### src/rtl/debounce_bank.sv
// debounce_bank: per-channel synchroniser, restart-on-bounce debouncer and
// hold / auto-repeat detector, all channels sharing one hold-tick prescaler.
module debounce_bank #(
   parameter int CHANNELS        = 4,
   parameter int SYNC_STAGES     = 2,
   parameter int ACTIVE_LOW      = 1,
   parameter int DEBOUNCE_CYCLES = 20000,
   parameter int PRESCALE        = 30000,
   parameter int HOLD_TICKS      = 500,
   parameter int REPEAT_TICKS    = 100
) (
   input  logic                i_clk,
   input  logic                i_resetn,
   input  logic [CHANNELS-1:0] i_pins,
   output logic [CHANNELS-1:0] o_pressed,
   output logic [CHANNELS-1:0] o_press,
   output logic [CHANNELS-1:0] o_release,
   output logic [CHANNELS-1:0] o_long_press,
   output logic [CHANNELS-1:0] o_repeat
);

   localparam int DW = $clog2(DEBOUNCE_CYCLES + 1);
   localparam int PW = (PRESCALE > 1) ? $clog2(PRESCALE) : 1;
   localparam int HW = $clog2(HOLD_TICKS + 1);
   localparam int RW = (REPEAT_TICKS > 0) ? $clog2(REPEAT_TICKS + 1) : 1;
   localparam logic          REL      = (ACTIVE_LOW != 0) ? 1'b1 : 1'b0;
   localparam logic [DW-1:0] DB_LAST  = DW'(DEBOUNCE_CYCLES - 1);
   localparam logic [PW-1:0] PS_LAST  = PW'(PRESCALE - 1);
   localparam logic [HW-1:0] HOLD_END = HW'(HOLD_TICKS);
   localparam logic [RW-1:0] REP_END  = RW'(REPEAT_TICKS);

   typedef enum logic [1:0] {
      ST_IDLE      = 2'd0,
      ST_HOLDING   = 2'd1,
      ST_REPEATING = 2'd2
   } hold_state_t;

   logic [SYNC_STAGES-1:0] r_sync     [CHANNELS];
   logic [DW-1:0]          r_db_cnt   [CHANNELS];
   logic [DW-1:0]          w_db_nxt   [CHANNELS];
   hold_state_t            r_state    [CHANNELS];
   hold_state_t            w_state_nxt[CHANNELS];
   logic [HW-1:0]          r_hold_cnt [CHANNELS];
   logic [HW-1:0]          w_hold_nxt [CHANNELS];
   logic [RW-1:0]          r_rep_cnt  [CHANNELS];
   logic [RW-1:0]          w_rep_nxt  [CHANNELS];
   logic [CHANNELS-1:0]    r_pressed, r_press, r_release, r_long, r_repeat;
   logic [CHANNELS-1:0]    w_norm, w_rise, w_fall, w_long_nxt, w_rpt_nxt;
   logic [PW-1:0]          r_presc;
   logic                   w_tick;

   assign w_tick = (r_presc == PS_LAST);

   // Debounce decision: any sample equal to the current level restarts the count.
   always_comb begin
      for (int ch = 0; ch < CHANNELS; ch++) begin
         w_norm[ch]   = r_sync[ch][SYNC_STAGES-1] ^ REL;
         w_rise[ch]   = 1'b0;
         w_fall[ch]   = 1'b0;
         w_db_nxt[ch] = r_db_cnt[ch];
         if (w_norm[ch] == r_pressed[ch]) begin
            w_db_nxt[ch] = '0;
         end else if (r_db_cnt[ch] == DB_LAST) begin
            w_db_nxt[ch] = '0;
            w_rise[ch]   = w_norm[ch];
            w_fall[ch]   = ~w_norm[ch];
         end else begin
            w_db_nxt[ch] = r_db_cnt[ch] + DW'(1);
         end
      end
   end

   // Synchronisers, debounce counters and level/edge outputs.
   always_ff @(posedge i_clk or negedge i_resetn) begin
      if (!i_resetn) begin
         for (int ch = 0; ch < CHANNELS; ch++) begin
            r_sync[ch]   <= {SYNC_STAGES{REL}};
            r_db_cnt[ch] <= '0;
         end
         r_pressed <= '0;
         r_press   <= '0;
         r_release <= '0;
      end else begin
         for (int ch = 0; ch < CHANNELS; ch++) begin
            r_sync[ch]   <= {r_sync[ch][SYNC_STAGES-2:0], i_pins[ch]};
            r_db_cnt[ch] <= w_db_nxt[ch];
         end
         r_pressed <= r_pressed ^ (w_rise | w_fall);
         r_press   <= w_rise;
         r_release <= w_fall;
      end
   end

   // Shared free-running hold-tick prescaler.
   always_ff @(posedge i_clk or negedge i_resetn) begin
      if (!i_resetn) begin
         r_presc <= '0;
      end else begin
         r_presc <= w_tick ? '0 : r_presc + PW'(1);
      end
   end

   // Hold FSM: a release decided this cycle pre-empts any tick, and the tick
   // coinciding with the press decision is deliberately not counted.
   always_comb begin
      for (int ch = 0; ch < CHANNELS; ch++) begin
         w_state_nxt[ch] = r_state[ch];
         w_hold_nxt[ch]  = r_hold_cnt[ch];
         w_rep_nxt[ch]   = r_rep_cnt[ch];
         w_long_nxt[ch]  = 1'b0;
         w_rpt_nxt[ch]   = 1'b0;
         if (w_rise[ch]) begin
            w_state_nxt[ch] = ST_HOLDING;
            w_hold_nxt[ch]  = '0;
            w_rep_nxt[ch]   = '0;
         end else if (!r_pressed[ch] || w_fall[ch]) begin
            w_state_nxt[ch] = ST_IDLE;
            w_hold_nxt[ch]  = '0;
            w_rep_nxt[ch]   = '0;
         end else begin
            case (r_state[ch])
               ST_IDLE: begin
                  w_state_nxt[ch] = ST_HOLDING;
               end
               ST_HOLDING: begin
                  if (w_tick && (r_hold_cnt[ch] + HW'(1) == HOLD_END)) begin
                     w_long_nxt[ch]  = 1'b1;
                     w_state_nxt[ch] = ST_REPEATING;
                     w_rep_nxt[ch]   = '0;
                  end else if (w_tick) begin
                     w_hold_nxt[ch] = r_hold_cnt[ch] + HW'(1);
                  end else begin
                     w_hold_nxt[ch] = r_hold_cnt[ch];
                  end
               end
               ST_REPEATING: begin
                  if (w_tick && (REPEAT_TICKS != 0) && (r_rep_cnt[ch] + RW'(1) == REP_END)) begin
                     w_rpt_nxt[ch] = 1'b1;
                     w_rep_nxt[ch] = '0;
                  end else if (w_tick && (REPEAT_TICKS != 0)) begin
                     w_rep_nxt[ch] = r_rep_cnt[ch] + RW'(1);
                  end else begin
                     w_rep_nxt[ch] = r_rep_cnt[ch];
                  end
               end
               default: begin
                  w_state_nxt[ch] = ST_IDLE;
                  w_hold_nxt[ch]  = '0;
                  w_rep_nxt[ch]   = '0;
               end
            endcase
         end
      end
   end

   // Hold FSM state, counters and pulse outputs.
   always_ff @(posedge i_clk or negedge i_resetn) begin
      if (!i_resetn) begin
         for (int ch = 0; ch < CHANNELS; ch++) begin
            r_state[ch]    <= ST_IDLE;
            r_hold_cnt[ch] <= '0;
            r_rep_cnt[ch]  <= '0;
         end
         r_long   <= '0;
         r_repeat <= '0;
      end else begin
         for (int ch = 0; ch < CHANNELS; ch++) begin
            r_state[ch]    <= w_state_nxt[ch];
            r_hold_cnt[ch] <= w_hold_nxt[ch];
            r_rep_cnt[ch]  <= w_rep_nxt[ch];
         end
         r_long   <= w_long_nxt;
         r_repeat <= w_rpt_nxt;
      end
   end

   assign o_pressed    = r_pressed;
   assign o_press      = r_press;
   assign o_release    = r_release;
   assign o_long_press = r_long;
   assign o_repeat     = r_repeat;

endmodule

### config.mk
export PLATFORM = sky130hd
export DESIGN_NAME = debounce_bank
export DESIGN_NICKNAME = d
export VERILOG_FILES = /design/src/rtl/debounce_bank.sv
export SDC_FILE = /design/constraint.sdc
export NUM_CORES = 1
export LEC_CHECK = 0
export BUFFER_PORTS_ARGS = -buffer_cell sky130_fd_sc_hd__buf_2
export CORE_MARGIN = 3
export CORE_UTILIZATION = 57
export CTS_CLUSTER_SIZE = 28
export DETAILED_ROUTE_END_ITERATION = 16
export GPL_ROUTABILITY_DRIVEN = 0
export PLACE_DENSITY = 0.8
export SYNTH_ARGS = -nofsm -noshare
export SYNTH_HDL_FRONTEND = slang
export SYNTH_SLANG_ARGS = --single-unit
### constraint.sdc
create_clock -name i_clk -period 2.45 [get_ports i_clk]
set_clock_uncertainty 0.1 [all_clocks]
set_input_delay 0.3675 -clock i_clk [delete_from_list [all_inputs] [get_ports i_clk]]
set_output_delay 0.3675 -clock i_clk [all_outputs]
set_load 0.01 [all_outputs]
# ---- Yosys cells after proc, flatten, opt, wreduce, memory -nomap -nowiden
# Index checks and enable logic that the tools add are counted.
dict set report totals {
  reg_bits 175
  output_inout_bits 20
  elab_cells 251
  inputBits 6
}
dict set report classes {
  reduce_logical 36
  n_eq_ne 53
  addsub 13
  bitwise_logic 6
  n_mux 117
}
# operator count
set op_table {}
lappend op_table {{$mux 9} 16}
lappend op_table {{$mux 7} 20}
lappend op_table {{$mux 15} 9}
lappend op_table {{$pmux 7 s3} 4}
lappend op_table {{$add 15x1->15 const B} 5}
lappend op_table {{$eq 15x15->1 const B} 5}
lappend op_table {{$pmux 9 s2} 4}
lappend op_table {{$mux 1} 48}
lappend op_table {{$ne 4x4->1 const B} 12}
lappend op_table {{$add 9x1->9 const B} 4}
lappend op_table {{$eq 9x9->1 const B} 4}
lappend op_table {{$add 7x1->7 const B} 4}
lappend op_table {{$eq 7x7->1 const B} 4}
lappend op_table {{$mux 2} 12}
lappend op_table {{$ne 3x3->1 const B} 8}
lappend op_table {{$pmux 2 s3} 4}
lappend op_table {{$reduce_and 3->1} 8}
lappend op_table {{$ne 5x5->1 const B} 4}
lappend op_table {{$ne 3x1->1 const B} 4}
lappend op_table {{$eq 2x1->1 const B} 4}
lappend op_table {{$eq 2x2->1 const B} 4}
lappend op_table {{$logic_and 1x1->1} 8}
lappend op_table {{$logic_not 2->1} 4}
lappend op_table {{$reduce_and 2->1} 4}
lappend op_table {{7 further kinds} 22}

# ---- Logic depth before layout (Yosys ltp)
# Gate-level depths: netlist of run 1.
dict set report depth {
  word_depth 7
  mapped_depth 10
  depth_no_buf 7
}

# ---- Least setup slack after synthesis of run 1
# OpenSTA, ideal clock, no wires.
dict set report synth_timing {
  path_type {register to register}
  start {register r_db_cnt[50] in the netlist's numbering}
  end {register r_rep_cnt[24] in the netlist's numbering}
  path_buffers 1
  setup_time_ns 0.121
  slack_ns -0.082
  path_stages_with_launch 8
  arrival_ns 2.311
  synth_period_minus_slack_ns 2.532
  path_cell_list {dfrtp_1 > or4_4 > o41ai_4 > or3_1 > buf_6 > o2111ai_4 > a22o_1 > a22o_1}
}
dict set report synth_between {
  elab_chain_cells 6
  word_cells_on_any_way 12
  classes_between {eq/ne: 4; mux: 6; reduce/logical: 2}
}
# element line
set synth_lines {}
lappend synth_lines {{start: declaration} 39} ;# logic [DW-1:0] r_db_cnt [CHANNELS];
lappend synth_lines {{start signal: indexed assignment} 86} ;# r_db_cnt[ch] <= w_db_nxt[ch];
lappend synth_lines {{$eq 15x15->1 *} 63} ;# end else if (r_db_cnt[ch] == DB_LAST) begin
lappend synth_lines {{$mux 1} 63}
lappend synth_lines {{$mux 1} 61} ;# if (w_norm[ch] == r_pressed[ch]) begin
lappend synth_lines {{$logic_or 1x1->1} 116} ;# end else if (!r_pressed[ch] || w_fall[ch]) begin
lappend synth_lines {{$ne 5x5->1 (no source line) (tied with other cells)} n/a}
lappend synth_lines {{$reduce_and 3->1 (no source line) / $mux 7 (equally long branches)} n/a}
lappend synth_lines {{end signal: indexed assignment} 170} ;# r_rep_cnt[ch] <= w_rep_nxt[ch];
lappend synth_lines {{end: declaration} 45} ;# logic [RW-1:0] r_rep_cnt [CHANNELS];
# Every way passes the cells marked *; elsewhere a longest branch is shown, timed or not.
# A chain may end at the register's enable or synchronous reset.

# ---- Final worst setup path of run 1
dict set report layout_timing {
  start {register r_db_cnt[50] in the netlist's numbering}
  end {register r_rep_cnt[27] in the netlist's numbering}
}
# Same word-level chain as after synthesis.

==> impl_metrics.csv, run 1 <==
group,metric,value,unit
timing,rsz0062_at_grt,"yes",
global_route,grt_max_degree,58,
cts,numClockSinks,175,
cts,htree_levels,4,
cts,clockRootBuffer,"clkbuf_16",
finish,drive_gt1_frac,0.159,
critical_path,rr_worst_depth,8,
pwr,leakagePower,4.65,nW
pwr,p_per_area,552,nW/um2
finish,diodes,0,
route,drtAntennaViolNets,0,
critical_path,critical_path.max_fanout,6,
floorplanning,core,15400,um2
route,wl,18900,um
outcome,outcome,"finished, final reports clean",
synthesis,synthArstFlopShare,1.00,
synthesis,synth_edf_count,0,
placed_design,port_buffers,25,
synthesis,syn_area_per_cell,9.60,um2
hold_path,hold_path.class,"reg -> reg",
floorplanning,io-pin-count,26,
route,vias,7298,
finish,mostFrequentLayoutCell,"dfrtp_1",
route,drtIter0Drc,460,
timing,hold_viol_final,0,
hold_path,min_path_cells,0,
global_route,antenna_found_initial,0,
finish,final_area,10600,um2
timing,min_period,2.42,ns
finish,area_growth,16.5,%
cts,cts_tree,"built",
global_route,grt_pass1_wl,32700,um
cts,cts_inserted_buffers,17,
finish,nFillCells,1222,
timing,setup_violations,0,
synthesis,ys_top_cells_by_area,"dfrtp_1 46%, xor2_1 4.7%, nor2_1 4.4%",
placed_design,dp.cells,1213,
synthesis,synth_cell_types,71,
synthesis,synthCells,950,
synthesis,yosysTopAreaCell,"dfrtp_1",
flow_run,maxCapViolCount,0,
timing,fmax,413,MHz
synthesis,yosysSeqAreaShare,0.481,
finish,instances_no_fill,1259,
timing,setup_ws,0.0269,ns
critical_path,worstPathRequired,2.71,ns
floorplanning,die_h,133,um
timing,fin_crit_sh,0.989,
timing,fin_hold_ws,0.256,ns
synthesis,ys_ff_latch,175,
route,first_pass_iters,5,
finish,num-nets-final,1062,
timing,slew-limit-headroom,0.619,
route,post-route-drc-count,0,
finish,layout_common_cells,"165 x dfrtp_1, 106 x nor2_1, 82 x nand2_1",
critical_path,arrival,2.68,ns
global_route,grt_pass1_vias,7110,
floorplanning,die_area,17600,um2
synthesis,netlist_area,9120,um2
synthesis,yosysWarningCount,0,
cts,worstSkewPairLatency,0.44,ns
cts,cts_buffer_depth,2,
global_route,grt_overflow,0,
timing,slew_viol_final,0,
floorplanning,rows,45,
route,vias_per_cell,5.80,
global_route,grt_usage,0.221,
pwr,ir_drop,0.537,mV
route,wl_per_cell,15.0,um
placed_design,place_ws,0.00475,ns
critical_path,criticalPathCategory,"reg -> reg",
placed_design,dpl-instance-area,9830,um2
placed_design,dpl.hpwl,12500,um
critical_path,crit_path_end_kind,"flip-flop",
synthesis,yosysTopAreaCellShare,0.458,
floorplanning,die_w,133,um
floorplanning,start_util,0.591,
synthesis,synthFlopType,"dfrtp_1",
cts,clkTransAtPathRegs,0.06,ns
synthesis,syn-num-nets,977,
timing,worstMarginPinSlew,0.567,ns
critical_path,cp-start-kind,"flip-flop",
==> power breakdown <==
part           switching [mW]  total (mW)  internal (mW)
Sequential             0.0231        2.94           2.92
Clock                    1.16        2.80           1.63
Combinational          0.0902       0.130         0.0397
==> critical path, cell delays in order, from the launching register on <==
cell	delay, ns
dfrtp_1	0.39
or4_4	0.56
o41ai_4	0.26
buf_4	0.19
o21ba_4	0.18
a211oi_4	0.31
buf_4	0.18
a21oi_2	0.04
a31oi_1	0.12
==> timing repair <==
item / CTS / global route
endpoints found under the setup margin: 1 / 41
endpoints found under the hold margin: 54 / 0
buffers inserted: 0 / 9
hold buffers: 5 / 0
gates resized for setup: 1 / 24
pin swaps: 0 / 2
==> stage by stage <==
step | setup TNS, ns | total power, mW | utilization
floorplan | -0.00948 | 3.04 | -
global placement | 0 | 3.12 | 0.637
finish | 0 | 5.87 | 0.689
detailed placement | 0 | 3.12 | 0.637
global route | -0.0498 | 6.08 | 0.689
CTS | 0 | 5.92 | 0.680
==> final timing paths <==
kind / from / endpoint / slack (ns)
worst max-delay path: r_db_cnt[50] / r_rep_cnt[27] / 0.03
worst min-delay path: r_sync[6] / r_sync[7] / 0.26
worst max register to register: r_db_cnt[50] / r_rep_cnt[27] / 0.03
worst min register to register: r_sync[6] / r_sync[7] / 0.26
max in group asynchronous: i_resetn / r_hold_cnt[28] / 1.10
min in group asynchronous: i_resetn / r_hold_cnt[34] / 0.36
==> cells in the mapped netlist (12+ instances only) <==
cell      count
dfrtp_1     167
nor2_1      107
nand2_1      82
nand3_1      73
xor2_1       49
o21ai_0      47
a21oi_1      37
inv_1        29
nand4_1      27
xnor2_1      25
clkbuf_1     23
and3_1       21
ha_1         21
nor3_1       16
a21o_1       12
mux2i_1      12
or3_1        12
==> final cells by class <==
| cell class | count | area (um2) | area share |
|---|---|---|---|
| Sequential cell | 175 | 4390 | 0.413 |
| Clock inverter | 13 | 161 | 0.0152 |
| Inverter | 29 | 109 | 0.0102 |
| Clock buffer | 19 | 443 | 0.0417 |
| Tap cell | 211 | 264 | 0.0249 |
| Multi-Input combinational cell | 720 | 4590 | 0.433 |
| Timing Repair Buffer | 92 | 659 | 0.0621 |
==> sequential cells by signal, summed over array words and instances, names as in the netlist, named ones only <==
| register | flops |
|---|---|
| r_hold_cnt | 36 |
| o_repeat | 4 |
| r_presc | 15 |
| o_press | 4 |
| o_release | 4 |
| r_state | 8 |
| r_sync | 8 |
| r_db_cnt | 60 |
| o_long_press | 4 |
| r_rep_cnt | 28 |
==> cell families after synthesis <==
| family | count (synthesis) | synth area share |
|---|---|---|
| AND/OR/NAND/NOR | 434 | 0.248 |
| AO/OA/AOI/OAI | 179 | 0.134 |
| flip-flops | 175 | 0.481 |
| XOR/XNOR | 74 | 0.0711 |
| buffers and inverters | 55 | 0.0236 |
| adder cells (fa/ha/maj) | 21 | 0.0288 |
| multiplexers | 12 | 0.0132 |
==> per-layer routing <==
metal  GRT usage  share of wire
met3      0.0490          0.034
met4      0.0647          0.014
met2       0.361           0.49
met5           0              0
met1       0.297           0.46
No activity file was read; power rests on OpenSTA's default activity.
==> run 2: changes to the inputs <==
- ABC_AREA: not set -> 1
==> run 2 against run 1 <==
Worst setup slack improved by 0.17 ns. Clock-buffer cell count stayed put. Via count increased by 21%. Largest power group unchanged.
==> impl_metrics.csv, run 2 <==
group,metric,value,unit
outcome,outcome,"finished, final reports clean",
floorplanning,die_w,141,um
critical_path,arrival,2.52,ns
floorplanning,start_util,0.591,
synthesis,synth_top_family_by_area,"simple AND/OR/NAND/NOR gates",
route,post-route-drc-count,0,
pwr,p_per_area,504,nW/um2
synthesis,synthArstFlopShare,1.00,
pwr,ir_drop,0.574,mV
synthesis,yosys.area_share.xor_xnor,0.0236,
critical_path,timing.rr.start,"r_hold_cnt[28]",
flow_run,maxCapViolCount,0,
floorplanning,core,17600,um2
route,wl,21400,um
cts,numClockSinks,175,
route,drtAntennaViolNets,0,
global_route,grt_usage,0.230,
critical_path,crit_path_end_kind,"flip-flop",
cts,cts_tree,"built",
critical_path,critical_path.max_fanout,11,
finish,area_growth,10.3,%
floorplanning,die_area,19900,um2
cts,worstSkewPairLatency,0.43,ns
critical_path,criticalPathCategory,"reg -> reg",
timing,rsz0062_at_grt,"no",
cts,cts_buffer_depth,2,
synthesis,syn_area_per_cell,7.54,um2
timing,setup_violations,0,
placed_design,port_buffers,25,
synthesis,post_synth_most_frequent_cells,"375 x nand2_1, 201 x nor2_1, 169 x inv_1",
hold_path,hold_path.class,"reg -> reg",
finish,diodes,0,
critical_path,worstPathCellList,"ha_1, nand2_1, nor2_2, nand2_1, nand2_2, nand2_2, nor3_2, nand3_2, nand3_2, nand2_1, nand2_1",
finish,largest_reg_flops,60,
pwr,leakagePower,5.70,nW
synthesis,synthCells,1380,
cts,htree_levels,4,
synthesis,yosysSeqAreaShare,0.422,
hold_path,hp-start,"r_sync[6]",
synthesis,ys_top_cells_by_area,"dfrtp_1 40%, nand2_1 14%, nor2_1 7.2%",
timing,fin_crit_sh,0.918,
finish,num-nets-final,1454,
critical_path,crit_start,"r_hold_cnt[28]",
finish,drive_gt1_frac,0.128,
timing,worstMarginPinSlew,0.592,ns
route,vias,8853,
global_route,grt_pass1_vias,8555,
floorplanning,die_h,141,um
synthesis,yosysWarningCount,0,
finish,largest_register,"r_db_cnt",
synthesis,synth_mux_area_frac,0,
global_route,antenna_found_initial,0,
cts,clockRootBuffer,"clkbuf_16",
timing,hold_viol_final,0,
global_route,grt_overflow,0,
critical_path,cp_slowest_cell,"dfrtp_1",
critical_path,max_stage_delay,0.42,ns
timing,min_period,2.25,ns
finish,layout_common_cells,"375 x nand2_1, 201 x nor2_1, 169 x inv_1",
placed_design,place_ws,0.303,ns
synthesis,netlist_area,10400,um2
synthesis,synth-simple-area-share,0.401,
timing,setup_ws,0.201,ns
finish,final_area,11500,um2
finish,mostFrequentLayoutCell,"nand2_1",
placed_design,dpl.hpwl,15400,um
synthesis,yosysMostFrequentCell,"nand2_1",
synthesis,synth-compound-area-share,0.0533,
finish,top_regs,"r_db_cnt: 60 flops, r_hold_cnt: 36 flops, r_rep_cnt: 28 flops",
synthesis,synthFlopType,"dfrtp_1",
global_route,grt_pass1_wl,38600,um
synthesis,yosysTopAreaCell,"dfrtp_1",
floorplanning,io-pin-count,26,
timing,fmax,445,MHz
critical_path,cp-start-kind,"flip-flop",
synthesis,synth_cell_types,46,
timing,tns,0,ns
synthesis,synth_edf_count,0,
synthesis,syn-num-nets,1407,
route,first_pass_iters,7,
floorplanning,rows,48,
route,drtIter0Drc,684,
global_route,grt_max_degree,62,
placed_design,dpl-instance-area,10800,um2
cts,clkTransAtPathRegs,0.07,ns
finish,final_util,0.652,
route,vias_per_cell,5.32,
critical_path,worstPathRequired,2.72,ns
synthesis,ys_ff_latch,175,
route,wl_per_cell,12.8,um
timing,slew_viol_final,0,
synthesis,synthAdderAreaFrac,0.0252,
critical_path,crit_top_cell,"nand2_1",
critical_path,r2r_slack,0.20,ns
timing,slew-limit-headroom,0.605,
cts,cts_inserted_buffers,17,
synthesis,yosysTopAreaCellShare,0.402,
-- run 2: changes by cell type after synthesis, moves of 14 or more --
cell / delta
clkbuf_1: -22
inv_1: +140
inv_2: +14
nor3_1: +21
nand4_1: +27
nor2_1: +94
nor2_2: +20
nand3_1: +22
o21ai_0: -20
xnor2_1: -15
and3_1: -18
nand2_1: +293
xor2_1: -31
-- run 2: logic make-up after synthesis --
group | count (synthesis)
flip-flops | 175
buffers and inverters | 196
AND/OR/NAND/NOR | 872
AO/OA/AOI/OAI | 88
XOR/XNOR | 28
adder cells (fa/ha/maj) | 21
-- run 2: worst paths after layout --
kind                                       end  cells after the start
worst max-delay path            r_hold_cnt[29]                     11
worst min-delay path                 r_sync[7]                      0
worst max register to register  r_hold_cnt[29]                     11
worst min register to register       r_sync[7]                      0
max in group asynchronous            r_sync[0]                      3
min in group asynchronous         r_db_cnt[43]                      2
-- run 2: layer usage --
layer  GRT usage  share of wire
met1       0.303           0.46
met2       0.391           0.49
met3      0.0380          0.039
met4      0.0648          0.010
met5           0              0
-- run 2: critical path: cells and delay by family, from the launching register on --
family                     cells  cell delay [ns]
adders and majority gates      1             0.21
DFF                            1             0.42
and+or+nand+nor               10             1.45
-- run 2: repair_timing --
item | CTS | global route
gates resized for setup | 0 | 0
hold endpoints to repair | 59 | 0
endpoints found under the setup margin | 0 | 0
buffers inserted | 0 | 0
hold buffers | 5 | 0
-- run 2: final cells by class --
| class | instances | area, um2 |
|---|---|---|
| clock buffers | 19 | 433 |
| clock inverters | 13 | 154 |
| fillers | 1487 | 6120 |
| inverters | 184 | 693 |
| multi-input cells | 1009 | 5240 |
| flip-flops and latches | 175 | 4390 |
| well taps | 225 | 282 |
| repair buffers | 40 | 294 |
-- run 2: metrics by stage --
step	instances	power, mW	hold WS [ns]
2_1_floorplan	1380	3.03	-0.0281
3_3_place_gp	1628	3.12	0.246
3_5_place_dp	1628	3.13	0.248
4_1_cts	1665	5.84	0.260
5_1_grt	1665	5.99	0.264
6_report	1665	5.78	0.259
-- run 2: power breakdown --
group / total (mW) / leakage (nW) / switching [mW] / internal, mW
clock network: 2.71 / 0.285 / 1.18 / 1.53
logic: 0.140 / 3.02 / 0.0986 / 0.0413
registers: 2.93 / 2.39 / 0.0178 / 2.92
==> run 3: changes to the inputs <==
- CORE_UTILIZATION: 57 -> 52
- PLACE_DENSITY: 0.8 -> 0.74
==> run 3 against run 2 <==
Clock-buffer cell count did not move. Register-to-register slack barely moved. Routed wire length fell by 0.61%. Largest cell class unchanged. Hold slack got worse by 0.0015 ns. Highest routed layer unchanged. Sequential power barely moved. Critical path depth rose by 1. Global-route usage fell by 2.5 points.
==> impl_metrics.csv, run 3 (same netlist as run 2, synthesis figures left out) <==
group,metric,value,unit
outcome,outcome,"finished, final reports clean",
floorplanning,die_h,147,um
finish,layout_common_cells,"375 x nand2_1, 201 x nor2_1, 169 x inv_1",
pwr,p_per_area,512,nW/um2
route,drtIter0Drc,542,
cts,cts_tree,"built",
timing,worstMarginPinSlew,0.476,ns
floorplanning,die_w,147,um
route,first_pass_iters,6,
cts,cts_inserted_buffers,17,
timing,tns,0,ns
finish,num-nets-final,1451,
finish,drive_gt1_frac,0.127,
finish,final_util,0.589,
global_route,grt_max_degree,57,
pwr,leakagePower,5.70,nW
finish,area_growth,10.9,%
floorplanning,start_util,0.531,
timing,setup_violations,0,
cts,clockRootBuffer,"clkbuf_16",
route,post-route-drc-count,0,
global_route,antenna_found_initial,0,
timing,rsz0062_at_grt,"no",
route,drtAntennaViolNets,0,
timing,hold_viol_final,0,
timing,fin_crit_sh,0.913,
cts,numClockSinks,175,
floorplanning,die_area,21700,um2
global_route,grt_pass1_wl,37400,um
route,wl_per_cell,12.5,um
cts,cts_buffer_depth,2,
floorplanning,core,19600,um2
critical_path,criticalPathCategory,"reg -> reg",
placed_design,dpl.hpwl,15200,um
timing,slew_viol_final,0,
floorplanning,rows,51,
floorplanning,io-pin-count,26,
timing,fmax,447,MHz
cts,worstSkewPairLatency,0.43,ns
critical_path,worstPathRequired,2.72,ns
global_route,grt_overflow,0,
critical_path,cp-start-kind,"flip-flop",
global_route,gr-usage-met1,0.274,
global_route,grt_pass1_vias,8153,
critical_path,r2r_slack,0.21,ns
timing,slew-limit-headroom,0.683,
hold_path,hold_path.class,"reg -> reg",
finish,largest_reg_flops,60,
global_route,busiest_layer,"met2",
flow_run,maxCapViolCount,0,
critical_path,critical_path.max_fanout,12,
route,vias,8679,
global_route,gr-usage-met3,0.0411,
cts,htree_levels,4,
critical_path,arrival,2.50,ns
finish,nFillCells,1789,
route,wl,21200,um
placed_design,port_buffers,25,
global_route,grtUsageMet2,0.344,
global_route,grt_usage,0.204,
critical_path,crit_path_end_kind,"flip-flop",
cts,clkTransAtPathRegs,0.07,ns
route,vias_per_cell,5.10,
finish,top_regs,"r_db_cnt: 60 flops, r_hold_cnt: 36 flops, r_rep_cnt: 28 flops",
finish,diodes,0,
pwr,ir_drop,0.424,mV
finish,largest_register,"r_db_cnt",
finish,mostFrequentLayoutCell,"nand2_1",
timing,min_period,2.24,ns
## run 3: repair_timing
action | CTS | global route
hold buffers | 5 | 0
gates resized for setup | 0 | 1
endpoints found under the setup margin | 0 | 1
setup buffers | 0 | 0
hold endpoints to repair | 55 | 0
## run 3: layer usage
layer | part of all wire | vias up
met5 | 0 | -
met4 | 0.012 | 0
met3 | 0.033 | 21
met2 | 0.48 | 147
met1 | 0.47 | 4008
li1 | - | 4503
## run 3: cell type report
cell class	instances	area (um2)	area share
multi-input combinational	1009	5240	0.454
clock inverter	13	168	0.0145
timing repair buffer	37	262	0.0227
clock buffer	19	453	0.0393
sequential	175	4390	0.380
tap	265	332	0.0287
inverter	184	693	0.0601
## run 3: power breakdown
group	total, mW	internal (mW)	leakage [nW]	switching [mW]
registers	2.93	2.92	2.39	0.0174
logic	0.138	0.0407	3.01	0.0975
clock network	2.84	1.61	0.305	1.23
total	5.91	4.56	5.70	1.34
## run 3: worst paths after layout
kind                         startpoint        endpoint  cells past startpoint
setup / recovery           r_db_cnt[30]  r_hold_cnt[24]                     12
hold / removal                r_sync[6]       r_sync[7]                      0
setup reg to reg           r_db_cnt[30]  r_hold_cnt[24]                     12
hold reg to reg               r_sync[6]       r_sync[7]                      0
max in group asynchronous      i_resetn       r_sync[4]                      3
min in group asynchronous      i_resetn    r_db_cnt[43]                      2
## run 3: worst max-delay path: stages (launching register included)
cell     delay [ns]
dfrtp_1        0.40
ha_1           0.21
nand2_1        0.06
inv_1          0.07
nand2_2        0.11
nor2_4         0.06
nand3_1        0.09
nand2_2        0.15
nor2_2         0.27
nand3_2        0.30
nand3_4        0.21
nand2_1        0.07
nand2_1        0.06
## run 3: through the flow
step           std cells  instance area, um2  total power [mW]  hold WS [ns]  setup WS, ns
3_3_place_gp        1665               10900              3.12         0.246         0.262
4_1_cts             1702               11500              5.99         0.257         0.211
2_1_floorplan       1380               10400              3.03       -0.0281         0.614
3_5_place_dp        1665               10900              3.13         0.247         0.228
6_report            1702               11500              5.91         0.257         0.213
5_1_grt             1702               11500              6.14         0.260        0.0226
